File: src/rtl/move_pkg.sv
// Shared definitions for the move command scheduler.
//   - PS/2 scan-code bytes recognised by the parser
//   - parser state encoding (legacy-compatible localparam constants)
//   - move direction encoding
//   - default command queue depth
package move_pkg;

    localparam int unsigned FIFO_DEPTH_DEF = 4;

    localparam logic [7:0] SC_EXT   = 8'hE0;
    localparam logic [7:0] SC_BRK   = 8'hF0;
    localparam logic [7:0] SC_LEFT  = 8'h6B;
    localparam logic [7:0] SC_RIGHT = 8'h74;

    typedef logic [1:0] parse_state_t;
    localparam parse_state_t ST_IDLE    = 2'd0;
    localparam parse_state_t ST_BRK     = 2'd1;
    localparam parse_state_t ST_EXT     = 2'd2;
    localparam parse_state_t ST_EXT_BRK = 2'd3;

    typedef logic dir_t;
    localparam dir_t DIR_LEFT  = 1'b0;
    localparam dir_t DIR_RIGHT = 1'b1;

endpackage

File: src/rtl/move_cmd_fifo.sv
// 1-bit wide command queue holding move directions.
// Ports:
//   clk, rst_n     clock, async active-low reset (pointers and count only)
//   flush          empties the queue; dominates push and pop
//   push/push_data write one entry (caller guarantees room or a same-cycle pop)
//   pop/pop_data   pop_data is the oldest entry, valid while !empty
//   count          number of stored entries
//   full/empty     status flags
module move_cmd_fifo #(
    parameter int unsigned DEPTH = 4
) (
    input  logic                     clk,
    input  logic                     rst_n,
    input  logic                     flush,
    input  logic                     push,
    input  logic                     push_data,
    input  logic                     pop,
    output logic                     pop_data,
    output logic [$clog2(DEPTH):0]   count,
    output logic                     full,
    output logic                     empty
);

    localparam int unsigned AW = $clog2(DEPTH);
    localparam int unsigned CW = AW + 1;

    logic          mem_q [DEPTH];
    logic [AW-1:0] wr_ptr_q, wr_ptr_d;
    logic [AW-1:0] rd_ptr_q, rd_ptr_d;
    logic [CW-1:0] count_q, count_d;

    always_comb begin
        wr_ptr_d = wr_ptr_q;
        rd_ptr_d = rd_ptr_q;
        count_d  = count_q;
        if (flush) begin
            wr_ptr_d = '0;
            rd_ptr_d = '0;
            count_d  = '0;
        end else begin
            // Depth is a power of two, so pointers wrap naturally.
            if (push) wr_ptr_d = wr_ptr_q + AW'(1);
            if (pop)  rd_ptr_d = rd_ptr_q + AW'(1);
            count_d = count_q + CW'(push) - CW'(pop);
        end
    end

    always_ff @(posedge clk or negedge rst_n) begin
        if (!rst_n) begin
            wr_ptr_q <= '0;
            rd_ptr_q <= '0;
            count_q  <= '0;
        end else begin
            wr_ptr_q <= wr_ptr_d;
            rd_ptr_q <= rd_ptr_d;
            count_q  <= count_d;
        end
    end

    // Storage is not reset; only pointers and count matter.
    always_ff @(posedge clk) begin
        if (push && !flush) mem_q[wr_ptr_q] <= push_data;
    end

    assign pop_data = mem_q[rd_ptr_q];
    assign count    = count_q;
    assign full     = (count_q == CW'(DEPTH));
    assign empty    = (count_q == '0);

endmodule

File: src/rtl/move_cmd_sched.sv
// Move command scheduler: parses PS/2 extended break codes for the left/right
// arrow keys into queued move commands and applies one per frame while the
// play scene's expand phase is active.
// Ports:
//   clk, rst_n      clock, async active-low reset
//   scan_code/valid keyboard byte stream
//   scene           bit 0 high = play scene
//   scene_posedge   scene change: resets lane, flushes queue, clears overflow
//   frame_done      end-of-frame strobe, dispatch opportunity
//   expand          dispatch enable
//   people          current lane (mod 4)
//   mv_valid/mv_dir one-cycle pulse and direction of the applied move
//   q_count         queued commands
//   overflow        sticky: a command was dropped on a full queue
module move_cmd_sched
    import move_pkg::*;
#(
    parameter int unsigned FIFO_DEPTH = FIFO_DEPTH_DEF
) (
    input  logic                          clk,
    input  logic                          rst_n,
    input  logic [7:0]                    scan_code,
    input  logic                          scan_valid,
    input  logic [1:0]                    scene,
    input  logic                          scene_posedge,
    input  logic                          frame_done,
    input  logic                          expand,
    output logic [1:0]                    people,
    output logic                          mv_valid,
    output logic                          mv_dir,
    output logic [$clog2(FIFO_DEPTH):0]   q_count,
    output logic                          overflow
);

    parse_state_t state_q, state_d;
    logic [1:0]   people_q, people_d;
    logic         mv_valid_q, mv_valid_d;
    dir_t         mv_dir_q, mv_dir_d;
    logic         overflow_q, overflow_d;

    logic enq, push, pop, dispatch;
    dir_t enq_dir, head_dir;
    logic fifo_full, fifo_empty;

    // Parser: only the sequence E0 F0 <6B|74> produces a command.
    always_comb begin
        state_d = state_q;
        enq     = 1'b0;
        enq_dir = DIR_LEFT;
        if (scan_valid) begin
            case (state_q)
                ST_IDLE: begin
                    if (scan_code == SC_EXT)      state_d = ST_EXT;
                    else if (scan_code == SC_BRK) state_d = ST_BRK;
                    else                          state_d = ST_IDLE;
                end
                ST_BRK:  state_d = ST_IDLE;
                ST_EXT:  state_d = (scan_code == SC_BRK) ? ST_EXT_BRK : ST_IDLE;
                default: begin
                    state_d = ST_IDLE;
                    if (scan_code == SC_LEFT) begin
                        enq     = 1'b1;
                        enq_dir = DIR_LEFT;
                    end else if (scan_code == SC_RIGHT) begin
                        enq     = 1'b1;
                        enq_dir = DIR_RIGHT;
                    end
                end
            endcase
        end
        if (scene_posedge) state_d = ST_IDLE;
    end

    assign dispatch = frame_done && scene[0] && expand && !scene_posedge;
    // No bypass: an empty queue never pops, even with a same-cycle enqueue.
    assign pop      = dispatch && !fifo_empty;
    // A full queue still accepts when a pop frees a slot on the same edge.
    assign push     = enq && !scene_posedge && (!fifo_full || pop);

    always_comb begin
        people_d   = people_q;
        mv_valid_d = 1'b0;
        mv_dir_d   = mv_dir_q;
        overflow_d = overflow_q;
        if (scene_posedge) begin
            people_d   = 2'd0;
            overflow_d = 1'b0;
        end else begin
            if (pop) begin
                mv_valid_d = 1'b1;
                mv_dir_d   = head_dir;
                people_d   = (head_dir == DIR_LEFT) ? people_q + 2'd1 : people_q - 2'd1;
            end
            if (enq && fifo_full && !pop) overflow_d = 1'b1;
        end
    end

    always_ff @(posedge clk or negedge rst_n) begin
        if (!rst_n) begin
            state_q    <= ST_IDLE;
            people_q   <= 2'd0;
            mv_valid_q <= 1'b0;
            mv_dir_q   <= DIR_LEFT;
            overflow_q <= 1'b0;
        end else begin
            state_q    <= state_d;
            people_q   <= people_d;
            mv_valid_q <= mv_valid_d;
            mv_dir_q   <= mv_dir_d;
            overflow_q <= overflow_d;
        end
    end

    move_cmd_fifo #(
        .DEPTH (FIFO_DEPTH)
    ) u_fifo (
        .clk       (clk),
        .rst_n     (rst_n),
        .flush     (scene_posedge),
        .push      (push),
        .push_data (enq_dir),
        .pop       (pop),
        .pop_data  (head_dir),
        .count     (q_count),
        .full      (fifo_full),
        .empty     (fifo_empty)
    );

    assign people   = people_q;
    assign mv_valid = mv_valid_q;
    assign mv_dir   = mv_dir_q;
    assign overflow = overflow_q;

endmodule

File: config.mk
export PLATFORM = sky130hd
export DESIGN_NAME = move_cmd_sched
export DESIGN_NICKNAME = d
export VERILOG_FILES = /design/src/rtl/move_pkg.sv /design/src/rtl/move_cmd_fifo.sv /design/src/rtl/move_cmd_sched.sv
export SDC_FILE = /design/constraint.sdc
export NUM_CORES = 1
export LEC_CHECK = 0
export CORE_MARGIN = 10
export CORE_UTILIZATION = 48
export DETAILED_ROUTE_END_ITERATION = 7
export PLACE_DENSITY = 0.82
export SLEW_MARGIN = 0
export SYNTH_ARGS = -nofsm -noshare
export SYNTH_HDL_FRONTEND = slang
export SYNTH_HIERARCHICAL = 1
export SYNTH_SLANG_ARGS = --single-unit
export TNS_END_PERCENT = 100
File: constraint.sdc
create_clock -name clk -period 2.9 [get_ports clk]
set_clock_uncertainty 0.2 [all_clocks]
set_input_delay 0.58 -clock clk [delete_from_list [all_inputs] [get_ports clk]]
set_output_delay 0.58 -clock clk [all_outputs]
set_load 0.005 [all_outputs]
==> qor.yml <==
run_status:
  status: "completed"
drt:
  drt_pre_antenna_iters: 4
  drt-total-wl_um: 2200
  drt_iter0_drc: 38
  drc: 0
  drt-vias-per-instance: 5.13
  avgRoutedWirePerCell_um: 15.4
  antenna_left: 0
  dr_total_vias: 734
worst_setup_path:
  end_kind: "register"
  crit_chain: "clkdlybuf4s50_1 > nand2_1 > nor4_2 > nand3_1 > nor2_1 > ha_1 > inv_1 > fa_1 > xnor3_1 > nor2_1"
  cp.required_ns: 2.89
  startpoint_type: "input pin"
  max_stage_delay_ns: 0.48
  crit_slowest_cell: "clkdlybuf4s50_1"
  worst-setup-path-type: "in -> reg"
  crit_fanout: 3
  cp_common_cell: "nor2_1"
  crit_arrival_ns: 2.56
sta:
  report.final.setup_viol: 0
  relSlewSlack_pct: 57.0
  min_period_over_period_pct: 88.7
  setup-tns-final_ns: 0
  rsz0062_at_grt: "false"
  drv_slew: 0
  period_needed_ns: 2.57
  tightestPinTransition_ns: 0.644
  final_hold_viol_count: 0
  fmax_mhz: 389
power:
  powerDensity_mw_per_mm2: 331
  ir_worst_vdd_mv: 0.228
  power_leakage_nw: 0.540
yosys:
  yosys_warnings: 6
  synthMuxAreaShare_pct: 4.48
  synth_simple_gate_area_share_pct: 22.0
  syn_area_um2: 978
  synth.distinct_cells: 35
  synth_edf_count: 4
  ys_top_cells_by_area: "dfrtp_1, edfxtp_1, ha_1"
  synth_top_family_by_area: "simple AND/OR/NAND/NOR gates"
  synthArstFlopShare_pct: 77.8
  synth_seq_cells: 18
  synth_top_area_share_pct: 35.8
  syn_avg_cell_area_um2: 11.5
  synth_compound_area_share_pct: 6.65
  seq_area_frac_synth_pct: 48.1
  ys.flop_type: "dfrtp_1"
  syn_nets: 108
  post-synth-top-area-cell: "dfrtp_1"
  synth_xor_xnor_area_share_pct: 5.88
  synth_fa_ha_area_share_pct: 9.72
  syn-instance-count: 85
cells_and_area:
  antennaDiodeCount: 0
  drive_gt1_share_pct: 13.8
  fin_area_mm2: 0.00130
  synthToLayoutAreaGrowth_pct: 32.7
  fin_nets: 140
  finalCoreUtilization_pct: 66.9
job:
  maxCapViolCount: 0
global_routing:
  grt_max_degree: 16
  antenna_found_initial: 0
  grt_overflow_total: 0
  grt_usage_pct: 11.3
  grt_pass1_wl_um: 3740
  grt_pass1_vias: 817
clock_network:
  cts_resized: 0
  clock_latency_ns: 0.29
  clkTransAtPathRegs_ns: 0.10
  postCtsSetupBuffers: 0
  clockBufferDepth: 2
  root_buffer: "clkbuf_4"
  clock-sinks: 18
  htreeDepth: 1
  ctsHoldBuffers: 0
  cts_tree: "done"
  cts_made_buffers: 3
die:
  dieWidth_um: 65.2
  start_util_pct: 50.4
  rows: 16
  pin_count: 24
  fp.dieH_um: 65.2
  core_mm2: 0.00194
  die-area_mm2: 0.00424
placed_design:
  placed_area_mm2: 0.00127
  io_buffers: 22
  dp_hpwl_um: 1780
  routabilityCongestion: 0.865
hold_path:
  hold_class: "reg -> reg"
==> where the power goes <==
| group | leakage, nW | switching [mW] | internal [mW] |
|---|---|---|---|
| combinational | 0.302 | 0.0179 | 0.0235 |
| sequential | 0.223 | 0.000357 | 0.258 |
| clock | 0.0150 | 0.0762 | 0.0535 |
| total | 0.540 | 0.0945 | 0.335 |
==> kinds of logic (layout without fill, tap and decap cells) <==
logic type,count (synthesis),count (layout)
mux,3,3
compound gates,9,9
xor+xnor,5,5
flops,18,18
fa+ha+maj,7,7
simple gates,35,35
buf+inv,8,39
==> cell usage in the layout, fill, tap and decap left out, drive strengths merged <==
master         count
mux2               1
xnor2              3
inv                7
nor4b              1
nand2              4
a21bo              1
mux4               1
clkdlybuf4s50     22
nor2b              2
o2bb2ai            1
xnor3              1
a31o               1
or3                1
ha                 6
nand4              1
a32oi              1
nor2              11
a21oi              3
nor3               2
fa                 1
nand4b             2
a41oi              1
clkbuf             4
nand3b             1
o21ai              1
nand3              1
nor4               1
and2               5
edfxtp             4
dfrtp             14
and3               1
nor3b              2
buf                6
mux2i              1
xor2               1
==> synthesized netlist by cell type, types with 2 or more instances <==
cell type / instances
ha_1: 6
inv_1: 7
nor2b_1: 2
edfxtp_1: 4
xnor2_1: 3
nor3b_1: 2
nand2_1: 4
and2_1: 5
a21oi_1: 3
nor2_1: 11
dfrtp_1: 14
==> sequential cells by signal, summed over array words and instances, names as in the netlist <==
signal / flops
u_fifo/mem_q: 4
state_q: 2
people: 2
u_fifo/wr_ptr_q: 2
mv_dir: 1
overflow: 1
mv_valid: 1
u_fifo/rd_ptr_q: 2
u_fifo/count: 3
==> final timing paths <==
kind / endpoint / cells past startpoint / startpoint / slack [ns]
worst max-delay path: u_fifo/count[2]$_DFF_PN0_ / 10 / scan_code[5] / 0.33
worst min-delay path: overflow$_DFFE_PN0P_ / 2 / overflow$_DFFE_PN0P_ / 0.32
worst max register to register: u_fifo/count[2]$_DFF_PN0_ / 10 / u_fifo/count[1]$_DFF_PN0_ / 0.59
worst min register to register: overflow$_DFFE_PN0P_ / 2 / overflow$_DFFE_PN0P_ / 0.32
max in group asynchronous: u_fifo/rd_ptr_q[1]$_DFFE_PN0P_ / 1 / rst_n / 1.61
min in group asynchronous: u_fifo/count[2]$_DFF_PN0_ / 1 / rst_n / 0.47
==> worst max-delay path, delay by kind of cell <==
family / cells / cell delay, ns
simple gates: 5 / 0.73
fa+ha+maj: 2 / 0.52
xor+xnor: 1 / 0.20
buf+inv: 2 / 0.53
==> cell type report <==
| type | instances | area, um2 |
|---|---|---|
| Tap cell | 27 | 33.8 |
| Multi-Input combinational cell | 59 | 477 |
| Inverter | 7 | 26.3 |
| Fill cell | 164 | 643 |
| Timing Repair Buffer | 28 | 265 |
| Sequential cell | 18 | 470 |
| Clock buffer | 4 | 26.3 |
==> metal layers <==
metal	global-route usage (%)	up-vias	part of all wire, %	routed length (um)
li1	-	355	-	-
met1	11.8	350	39	859
met2	19.8	25	55	1200
met3	3.39	4	4.6	100
met4	6.15	0	1.4	31
met5	0	-	0	0
==> metrics by stage <==
step | total power, mW | hold WS [ns] | instances | setup slack (ns)
after floorplan | 0.271 | 0.0844 | 85 | 0.502
after global placement | 0.303 | 0.292 | 139 | 0.0644
after detailed placement | 0.305 | 0.285 | 139 | 0.0176
after CTS | 0.436 | 0.316 | 143 | 0.328
after global routing | 0.453 | 0.353 | 143 | 0.192
final | 0.430 | 0.316 | 143 | 0.328
Power figures use the tool's default switching activity.
